**src/rtl/regfile_wb_queue.sv**
```systemverilog
// regfile_wb_queue: in-order write queue in front of the register file write port.
// It forwards the newest pending write to the Rs/Rt lookups.
module regfile_wb_queue #(
    parameter int DEPTH  = 4,
    parameter int DATA_W = 32,
    parameter int ADDR_W = 5
) (
    input  logic                     clk,
    input  logic                     rst_n,
    input  logic                     in_valid,
    output logic                     in_ready,
    input  logic [ADDR_W-1:0]        in_rd,
    input  logic [DATA_W-1:0]        in_data,
    input  logic                     wr_stall,
    output logic                     reg_write,
    output logic [ADDR_W-1:0]        wr_rd,
    output logic [DATA_W-1:0]        wr_data,
    input  logic [ADDR_W-1:0]        fwd_rs,
    input  logic [ADDR_W-1:0]        fwd_rt,
    output logic                     fwd_rs_hit,
    output logic                     fwd_rt_hit,
    output logic [DATA_W-1:0]        fwd_rs_data,
    output logic [DATA_W-1:0]        fwd_rt_data,
    output logic [$clog2(DEPTH):0]   count
);
    localparam int PW = $clog2(DEPTH);
    localparam int CW = PW + 1;

    logic [ADDR_W-1:0] rd_q   [DEPTH];
    logic [DATA_W-1:0] data_q [DEPTH];
    logic [PW-1:0]     head, tail;
    logic              enq;
    logic              empty;

    assign empty     = (count == '0);
    assign in_ready  = (count < CW'(DEPTH));
    assign enq       = in_valid && in_ready && (in_rd != '0);
    assign reg_write = !empty && !wr_stall;
    assign wr_rd     = empty ? '0 : rd_q[head];
    assign wr_data   = empty ? '0 : data_q[head];

    always_ff @(posedge clk or negedge rst_n) begin
        if (!rst_n) begin
            head  <= '0;
            tail  <= '0;
            count <= '0;
        end else begin
            if (enq)
                tail <= tail + PW'(1);
            if (reg_write)
                head <= head + PW'(1);
            count <= count + CW'(enq) - CW'(reg_write);
        end
    end

    always_ff @(posedge clk) begin
        if (enq) begin
            rd_q[tail]   <= in_rd;
            data_q[tail] <= in_data;
        end
    end

    // Walk entries oldest to newest so the newest match overrides older ones.
    always_comb begin
        fwd_rs_hit  = 1'b0;
        fwd_rt_hit  = 1'b0;
        fwd_rs_data = '0;
        fwd_rt_data = '0;
        for (int i = 0; i < DEPTH; i++) begin
            if (CW'(i) < count && fwd_rs != '0 && rd_q[head + PW'(i)] == fwd_rs) begin
                fwd_rs_hit  = 1'b1;
                fwd_rs_data = data_q[head + PW'(i)];
            end
            if (CW'(i) < count && fwd_rt != '0 && rd_q[head + PW'(i)] == fwd_rt) begin
                fwd_rt_hit  = 1'b1;
                fwd_rt_data = data_q[head + PW'(i)];
            end
        end
    end
endmodule

```
**config.mk**
```make
export PLATFORM = sky130hd
export DESIGN_NAME = regfile_wb_queue
export DESIGN_NICKNAME = d
export VERILOG_FILES = /design/src/rtl/regfile_wb_queue.sv
export SDC_FILE = /design/constraint.sdc
export NUM_CORES = 1
export LEC_CHECK = 0
export BUFFER_PORTS_ARGS = -buffer_cell sky130_fd_sc_hd__buf_2
export CAP_MARGIN = 15
export CORE_MARGIN = 5
export CORE_UTILIZATION = 60
export CTS_CLUSTER_DIAMETER = 200
export DETAILED_ROUTE_END_ITERATION = 8
export HOLD_SLACK_MARGIN = 0.15
export PLACE_DENSITY = 0.83
export SLEW_MARGIN = 40
export SYNTH_ARGS = -nofsm -noshare
export SYNTH_HDL_FRONTEND = slang
export SYNTH_SLANG_ARGS = --single-unit
```
**constraint.sdc**
```tcl
create_clock -name clk -period 4.33 [get_ports clk]
set_input_delay 0.433 -clock clk [delete_from_list [all_inputs] [get_ports clk]]
set_output_delay 0.433 -clock clk [all_outputs]
set_load 0.05 [all_outputs]
```
# Yosys cells after proc, flatten, opt, wreduce, memory -nomap -nowiden
# Memory sizes are Yosys's and may differ from the RTL's.
# Cells that the tools add are included.
dict set report word_totals {
  mem_count 2
  input_bits 51
  mem_bits_rw 148
  register_bits 7
  out_inout_bits 108
}
# name depth width read_ports rd_ports_with_merged_regs wr line_no
set mem_list {}
lappend mem_list {data_q 4 32 4 0 1 30} ;# logic [DATA_W-1:0] data_q [DEPTH];
lappend mem_list {rd_q 4 5 4 0 1 29} ;# logic [ADDR_W-1:0] rd_q [DEPTH];
dict set report classes {
  mux 20
  add_sub_neg 6
  n_eq_ne 8
  n_reduce_logical 25
  order_cmp 5
}
# op n
set ops {}
lappend ops {{$mux W32} 9}
lappend ops {{$eq A5 B5 Y1} 8}
lappend ops {{$logic_and A1 B1 Y1} 19}
lappend ops {{$reduce_bool A5 Y1} 3}
lappend ops {{$mux W1} 10}
lappend ops {{$lt A1 B3 Y1 const A} 2}
lappend ops {{$lt A2 B3 Y1 const A} 2}
lappend ops {{$mux W5} 1}
lappend ops {{$add A2 B1 Y2 const B} 2}
lappend ops {{$add A2 B2 Y2 const B} 2}
lappend ops {{$add A3 B1 Y3} 1}
lappend ops {{$logic_not A3 Y1} 1}
lappend ops {{$lt A3 B3 Y1 const B} 1}
lappend ops {{$sub A3 B1 Y3} 1}
lappend ops {{$logic_not A1 Y1} 2}

# Logic depth before layout (Yosys ltp)
# Gate-level depths: netlist (run 1).
dict set report logic_depth {
  word_depth 7
  depth_mapped 11
  mapped_depth_nobuf 9
}

# Worst setup path after synthesis (run 1)
# No wires, ideal clock.
dict set report synth_path {
  kind {register to output}
  startpoint {reg count[2]}
  endpoint {out fwd_rt_data[31]}
  arrival_ns 3.754
  path_stages_with_launch 10
  path_slack_ns 0.143
  path_buffers 2
  cell_sequence {dfrtp_1 -> inv_1 -> ha_1 -> or3_1 -> a22oi_2 -> buf_2 -> buf_2 -> nand4_1 -> o31a_1 -> a211oi_1}
}
dict set report synth_via {
  elab_chain_len 7
  elab_cells_between_ends 16
  classes_between {4 x order compare; 4 x mux; 8 x reduce/logical}
}
# item line_no
set synth_rtl {}
lappend synth_rtl {{start: declaration} 24} ;# output logic [$clog2(DEPTH):0] count
lappend synth_rtl {{start signal: assignment} 52} ;# count <= count + CW'(enq) - CW'(reg_write);
lappend synth_rtl {{$lt A1 B3 Y1} 74} ;# if (CW'(i) < count && fwd_rt != '0 && rd_q[head + PW'(i)] == fwd_rt) begin
lappend synth_rtl {{$logic_and A1 B1 Y1 (2 in series)} 74}
lappend synth_rtl {{$mux W32 (3 in series)} 74}
lappend synth_rtl {{$mux W32 *} 74}
lappend synth_rtl {{end: declaration} 23} ;# output logic [DATA_W-1:0] fwd_rt_data,
# Mark *: on every way between the ends. The rest lies on a longest branch, timed or not.

# Final worst setup path (run 1)
dict set report layout_path {
  startpoint {reg head[0]}
  endpoint {out fwd_rs_data[28]}
}
dict set report layout_via {
  elab_chain_len 7
  elab_cells_between_ends 17
  classes_between {3 x add/sub; 4 x eq/ne; 4 x mux; 4 x reduce/logical; 2 x memory}
}
# item line_no
set layout_rtl {}
lappend layout_rtl {{start: declaration} 31} ;# logic [PW-1:0] head, tail;
lappend layout_rtl {{start signal: assignment} 51} ;# head <= head + PW'(1);
lappend layout_rtl {{$add A2 B1 Y2 / $mem_v2 Z4 W5 (equally long branches)} n/a}
lappend layout_rtl {{$mem_v2 Z4 W5 / $eq A5 B5 Y1 (equally long branches)} n/a}
lappend layout_rtl {{$eq A5 B5 Y1 / $logic_and A1 B1 Y1 (equally long branches)} 70} ;# if (CW'(i) < count && fwd_rs != '0 && rd_q[head + PW'(i)] == fwd_rs) begin
lappend layout_rtl {{$logic_and A1 B1 Y1 / $mux W32 (equally long branches)} 70}
lappend layout_rtl {{$mux W32 (2 in series)} 70}
lappend layout_rtl {{$mux W32 *} 70}
lappend layout_rtl {{end: declaration} 22} ;# output logic [DATA_W-1:0] fwd_rs_data,
# Marked as above.

==> run metrics, run 1 <==
status completed; Netlist cell types 48; Max Fclk 245 MHz; mux contribution to synthesized area 0.203; FFs w/ async S/R, synth 0.0452; Crit Path Class flip-flop to output pin; Final Routed Wirelength 31800 µm; Std-Cell Rows 50; post-synthesis sequential area ratio 0.412; xor/xnor share of the synthesized area 0.0320; reg2reg setup slack 2.07 ns; Synth Area in Compound Gates 0.126; average vias per placed instance 6.71; commonest non-fill, non-tap cells in the layout 178 x nand2_1, 158 x buf_2, 148 x edfxtp_1; Fin. Hold Viols 0; global-route wire length before repair 49700 µm; routed len/inst 21.6 µm; unrepaired setup endpoints after global routing false; Die ar. 0.0215 mm²; vias in the first global route 9588; CTS sink count 155; largest net degree at the start of global routing 82; fraction of layout cells with a size suffix above 1 0.253; Initial Utilization 0.603; area of the core 0.0186 mm²; Syn Area/Cell 9.92 µm²; post-synth top area cell edfxtp_1; Tcrit/Tclk final 0.941; cell area after synthesis 0.0112 mm²; CP required 3.90 ns; Syn Nets 1190; # DRC 0; final instance area 0.0127 mm²; top cell type's share of synthesized area 0.396; vias 9896; worst hold endpoint data_q[3][24]$_DFFE_PP_; RR Endpoint count[2]$_DFF_PN0_; WP data arrival 3.64 ns; endpoints failing setup 0; number of max-cap violations 0; Gate Count Post-Synth 1130; Critical Path Start head[0]$_DFFE_PN0P_; height of the die 147 µm; CTS tree yes; Num CTS Buffers 17; CP startpoint kind flip-flop; most common cell after layout, fill and taps aside nand2_1; io pins 159; Post-DRT Antenna Nets 0; pins over their slew limit 0; simple-gate portion of the synthesized area 0.170; Setup Skew 0.0111 ns; final core occ 0.686; Tmin final 4.07 ns; Root Buffer clkbuf_16; GP Congestion 0.961; Clk Latency, worst-skew pair 0.43 ns; setup TNS 0 ns; hpwl dp 20300 µm; Fillers 1370; CP endpoint kind output pin; setup ws final 0.257 ns; nets 1285; Clock transition at path regs 0.07 ns; ys flop type edfxtp_1; Hold Crit Start in_data[24]; Post-DP Area 0.0121 mm²; Synth-to-Final Area Change 13.7%; drt initial violations 1099; Crit Path Max Fanout 35; port bufs 158; Slew HR 0.495; YS warnings 0; Remaining Overflow, GRT 0; Adder-Cell Fraction of Synth Area 0.0107; flops & latches, synth 155; Max Root-Sink Buffers 2; Worst Hold Depth 1; DR pass1 iterations 6; worst reg2reg path depth 9; die width 147 µm; Worst Setup Slack post-DPL 0.654 ns; gr usage total 0.287; EDFF count, synth 148; largest family of logic cells by synthesized area multiplexers; antenna violations before repair 3; Worst Tran Pin Value 0.758 ns; Worst Hold Class input port to flip-flop; total number of H-tree levels 4; worst reg2reg startpoint count[2]$_DFF_PN0_; top post-synthesis cells by area edfxtp_1 40%, mux2_2 6.2%, mux2i_1 6.2%
[synth_stat cells (8+ instances only)]
master,n
nand2_1,178
edfxtp_1,148
nor2_1,128
mux2i_1,69
mux2_2,62
clkbuf_1,61
o21ai_0,60
a21oi_1,34
xnor2_1,34
nor4_1,33
buf_2,31
mux2_1,31
a22o_1,29
o221ai_1,28
nor3b_1,27
a221o_1,26
mux4_2,24
inv_1,13
buf_1,11
ha_1,8
[final cells by class]
class,count,area [µm²],area share
clock buffers,18,429,0.0337
flip-flops and latches,155,4630,0.363
multi-input cells,854,6110,0.480
well taps,234,293,0.0230
diodes,3,7.51,0.000589
clock inverters,14,160,0.0126
inverters,14,53.8,0.00422
repair buffers,183,1060,0.0834
[critical path: stages, from the launching register on]
cell      delay [ns]
dfrtp_4         0.56
mux4_2          0.57
xnor2_1         0.18
nand4_1         0.15
nor4b_4         0.39
buf_12          0.30
o211ai_1        0.13
buf_4           0.29
o221ai_1        0.31
buf_2           0.32
[kinds of logic after synthesis]
group | after synthesis
flops | 155
buf+inv | 121
simple gates | 418
compound gates | 200
mux | 186
fa+ha+maj | 9
xor+xnor | 41
[worst max-delay path by stage]
stage                           end  slack, ns  cells after the start
floorplan           fwd_rt_data[31]       0.14                      9
global placement    fwd_rs_data[18]       0.71                      9
detailed placement  fwd_rs_data[18]       0.65                      9
CTS                 fwd_rs_data[18]       0.17                      9
global route        fwd_rs_data[18]       0.09                      9
finish              fwd_rs_data[28]       0.26                      9
[registers in the layout (all words and copies together) (netlist names)]
signal / cells
tail: 2
head: 2
count: 3
rd_q: 20
data_q: 128
[metrics by stage]
stage / instances / hold WS, ns
final: 1475 / 0.217
after global routing: 1474 / 0.200
after CTS: 1471 / 0.203
after detailed placement: 1438 / 0.287
after global placement: 1438 / 0.278
after floorplan: 1130 / 0.137
[per-layer routing]
metal / up-vias / wire (µm) / global-route usage
met5: - / 13 / 0
met4: 2 / 1230 / 0.143
met3: 108 / 3170 / 0.0577
met2: 668 / 15300 / 0.471
met1: 4720 / 12200 / 0.364
li1: 4398 / - / -
[what timing repair did]
| action | CTS | global route |
|---|---|---|
| endpoints found under the hold margin | 7 | 0 |
| setup endpoints to repair | 0 | 26 |
| setup buffers | 0 | 1 |
| gates resized for setup | 0 | 1 |
| hold buffers | 1 | 0 |
Power of run 1 is not shown: default switching activity piles up to over one toggle a cycle in this logic, so the estimate is an artifact.
==> inputs of run 2 (changes only) <==
Settings changed: CORE_UTILIZATION 60 to 59, MAX_ROUTING_LAYER set to met4, PLACE_DENSITY 0.83 to 0.82.
Clock period 4.33 ns to 4.4 ns, I/O delays scaled along.
==> run metrics, run 2 (synthesis gave the netlist of run 1 again) <==
Crit Path Class flip-flop to output pin; Num CTS Buffers 17; CP required 3.96 ns; Std-Cell Rows 50; vias 9675; max reg flops 128; Fillers 1418; nets 1285; height of the die 148 µm; Fin. Hold Viols 0; io pins 159; status completed; Max Root-Sink Buffers 2; CTS sink count 155; Setup Buffers After CTS 0; Initial Utilization 0.599; setup TNS 0 ns; Max Fclk 242 MHz; global-route wire length before repair 49200 µm; Setup Skew 0.00611 ns; Worst Hold Class input port to flip-flop; average vias per placed instance 6.56; largest net degree at the start of global routing 132; antenna violations before repair 2; hpwl dp 19900 µm; Top Registers data_q: 128 flops, rd_q: 20 flops, count: 3 flops; Post-DRT Antenna Nets 0; Worst Tran Pin Value 0.939 ns; unrepaired setup endpoints after global routing false; total number of H-tree levels 4; endpoints failing setup 0; GP Congestion 0.955; Remaining Overflow, GRT 0; Final Routed Wirelength 31300 µm; routed len/inst 21.3 µm; most common cell after layout, fill and taps aside nand2_1; number of max-cap violations 0; commonest non-fill, non-tap cells in the layout 178 x nand2_1, 158 x buf_2, 148 x edfxtp_1; Clock transition at path regs 0.06 ns; Crit Path Max Fanout 34; # DRC 0; CP endpoint kind output pin; # resized after CTS 0; die width 148 µm; Slew HR 0.374; vias in the first global route 9355; pins over their slew limit 0; Tcrit/Tclk final 0.941; DR pass1 iterations 8; CP startpoint kind flip-flop; CTS tree yes; Root Buffer clkbuf_16; Die ar. 0.0219 mm²; port bufs 158; drt initial violations 1002; gr usage total 0.290; area of the core 0.0187 mm²; WP data arrival 3.70 ns; fraction of layout cells with a size suffix above 1 0.252; Clk Latency, worst-skew pair 0.43 ns; Tmin final 4.14 ns; Synth-to-Final Area Change 13.5%; Reg with most FFs data_q
[run 2: cell count changes in the layout (fill, tap and decap cells not counted)]
cell        delta
clkinvlp_4     -1
clkinv_2       +1
buf_4          +4
bufinv_16      +1
buf_12         -2
o21ai_4        +1
o21ai_2        -1
inv_6          -3
buf_6          -2
diode_2        -1
clkinv_1       +1
inv_4          +1
[run 2: worst paths after layout]
check | startpoint | to | slack (ns) | cells past startpoint
worst max-delay path | head[0]$_DFFE_PN0P_ | fwd_rs_data[10] | 0.26 | 8
worst min-delay path | in_data[3] | data_q[2][3]$_DFFE_PP_ | 0.22 | 1
worst max register to register | count[2]$_DFF_PN0_ | count[2]$_DFF_PN0_ | 2.07 | 9
worst min register to register | count[0]$_DFF_PN0_ | count[0]$_DFF_PN0_ | 0.60 | 1
max in group asynchronous | rst_n | head[1]$_DFFE_PN0P_ | 3.83 | 2
min in group asynchronous | rst_n | count[2]$_DFF_PN0_ | 0.38 | 2
[run 2: layer usage]
metal  global-route usage  wire length (µm)
met1                0.364             12100
met2                0.474             15200
met3               0.0576              3220
met4                0.100               751
met5                    -                 0
[run 2: metrics by stage]
stage	instance area (µm²)	setup WS [ns]	std cells	hold WS, ns	util
3_5_place_dp	12100	0.735	1439	0.288	0.648
5_1_grt	12700	0.147	1474	0.218	0.681
2_1_floorplan	11200	0.206	1130	0.144	-
4_1_cts	12700	0.240	1472	0.213	0.680
6_report	12700	0.260	1474	0.222	0.681
3_3_place_gp	12100	0.836	1439	0.284	0.647
[run 2: repair_timing]
item / 4_1_cts / 5_1_grt
hold endpoints to repair: 7 / 0
hold buffers: 1 / 0
setup endpoints to repair: 0 / 0
[run 2: layout make-up]
| class | instances | area, µm² | area share |
|---|---|---|---|
| repair buffers | 183 | 1030 | 0.0810 |
| clock buffers | 18 | 429 | 0.0337 |
| flip-flops and latches | 155 | 4630 | 0.363 |
| inverters | 14 | 55.1 | 0.00432 |
| well taps | 234 | 293 | 0.0230 |
| clock inverters | 14 | 170 | 0.0134 |
| diodes | 2 | 5.00 | 0.000393 |
| multi-input cells | 854 | 6120 | 0.481 |
[run 2: critical path: stages, from the launching register on]
cell and delay (ns):
dfrtp_4 0.65, mux4_2 0.60, xnor2_1 0.19, nand4_1 0.17, nor4b_4 0.36, buf_12 0.29, mux2_1 0.37, o221ai_1 0.29
buf_2 0.33
Power of run 2 is left out for the same reason.
==> inputs of run 3 (changes only) <==
Settings changed: CELL_PAD_IN_SITES_DETAIL_PLACEMENT set to 0, CELL_PAD_IN_SITES_GLOBAL_PLACEMENT set to 1, CORE_UTILIZATION 59 to 46, PLACE_DENSITY 0.82 to not set, PLACE_DENSITY_LB_ADDON set to 0.1.
==> run metrics, run 3 (synthesis gave the netlist of run 1 again) <==
Max Fclk 238 MHz; fraction of layout cells with a size suffix above 1 0.258; Top Registers data_q: 128 flops, rd_q: 20 flops, count: 3 flops; Die ar. 0.0276 mm²; critical path's top delay family buffers and inverters; endpoints failing setup 0; multi-input logic area 0.00613 mm²; WP buf/inv 3; commonest non-fill, non-tap cells in the layout 178 x nand2_1, 158 x buf_2, 148 x edfxtp_1; vias 9247; DR pass1 iterations 5; Final Routed Wirelength 33000 µm; # resized after CTS 0; pins over their slew limit 0; CTS tree yes; average vias per placed instance 5.89; reg2reg setup slack 1.92 ns; Crit Path Class flip-flop to output pin; Slew HR 0.435; Std-Cell Rows 57; Slowest Stage Delay on Critical Path 0.66 ns; Worst Hold Depth 1; RR Endpoint data_q[2][22]$_DFFE_PP_; number of max-cap violations 0; unrepaired setup endpoints after global routing false; Critical Path Start head[0]$_DFFE_PN0P_; CP startpoint kind flip-flop; die width 166 µm; Tmin final 4.20 ns; Fillers 2237; Final Non-Filler Cells 1571; drt initial violations 795; status completed; worst reg2reg startpoint count[2]$_DFF_PN0_; Post-DRT Antenna Nets 0; io pins 159; area of the core 0.0242 mm²; port bufs 158; antenna violations before repair 2; Hold Crit Start in_data[5]; Initial Utilization 0.464; Post-DP Area 0.0123 mm²; vias in the first global route 9127; height of the die 166 µm; Root Buffer clkbuf_16; Pwr Density 846 mW/mm²; placed insts 1536; Setup Skew 0.00815 ns; Remaining Overflow, GRT 0; final instance area 0.0128 mm²; GP Congestion 0.894; WP data arrival 3.76 ns; Max Root-Sink Buffers 2; Reg with most FFs data_q; global-route wire length before repair 52000 µm; CP required 3.96 ns; total number of H-tree levels 4; Worst Tran Pin Value 0.840 ns; gr usage total 0.242; setup TNS 0 ns; Crit Path Max Fanout 35; maximum resistive drop on vdd 649 µV; Clock transition at path regs 0.07 ns; routed len/inst 21.0 µm; Worst Setup Slack post-DPL 0.651 ns; CTS sink count 155; slowest cell on the critical path dfrtp_4; Num CTS Buffers 17; largest net degree at the start of global routing 112; Leakage 5.03 nW; Tcrit/Tclk final 0.953; CP cell instances mux4_2 > xnor2_1 > nand4_1 > nor4b_4 > buf_12 > o211ai_1 > buf_4 > o221ai_1 > buf_2; Worst Hold Class input port to flip-flop; hpwl dp 21800 µm; Fin. Hold Viols 0; setup ws final 0.205 ns; most common cell after layout, fill and taps aside nand2_1; Clk Latency, worst-skew pair 0.43 ns; # DRC 0; nets 1292; register area 0.00463 mm²; CP endpoint kind output pin; worst reg2reg path depth 4; worst hold endpoint data_q[1][5]$_DFFE_PP_; Synth-to-Final Area Change 14.6%; max reg flops 128
[run 3: repair_timing]
item | CTS | global route
hold endpoints to repair | 7 | 0
buffers inserted | 0 | 0
hold buffers | 1 | 0
[run 3: stage by stage]
step	hold WS (ns)	utilization	power, mW
global route	0.209	0.531	11.5
detailed placement	0.285	0.507	9.44
floorplan	0.144	-	7.73
global placement	0.283	0.507	9.41
finish	0.218	0.531	10.9
CTS	0.210	0.531	10.9
[run 3: report_power, final]
group	switching [mW]	internal, mW	leakage, nW	total (mW)
logic	5.17	2.24	3.34	7.41
clock network	0.618	0.792	0.264	1.41
registers	0.190	1.87	1.42	2.06
total	5.98	4.89	5.03	10.9
[run 3: worst max path at each step]
stage	depth (start not counted)	endpoint
2_1_floorplan	9	fwd_rt_data[31]
3_3_place_gp	8	fwd_rs_data[30]
3_5_place_dp	9	fwd_rs_data[1]
4_1_cts	9	fwd_rs_data[1]
5_1_grt	9	fwd_rs_data[10]
6_report	9	fwd_rs_data[10]
[run 3: final cells by class]
type	instances	share of cell area
clock buffers	19	0.0337
well taps	324	0.0316
clock inverters	13	0.0103
repair buffers	190	0.0827
multi-input cells	854	0.477
inverters	14	0.00428
flip-flops and latches	155	0.360
diodes	2	0.000390
[run 3: per-layer routing]
layer,wire length [µm],GRT usage
met5,0,-
met4,743,0.0717
met3,2020,0.0409
met2,15400,0.384
met1,14900,0.321
Power figures use the tool's default switching activity.
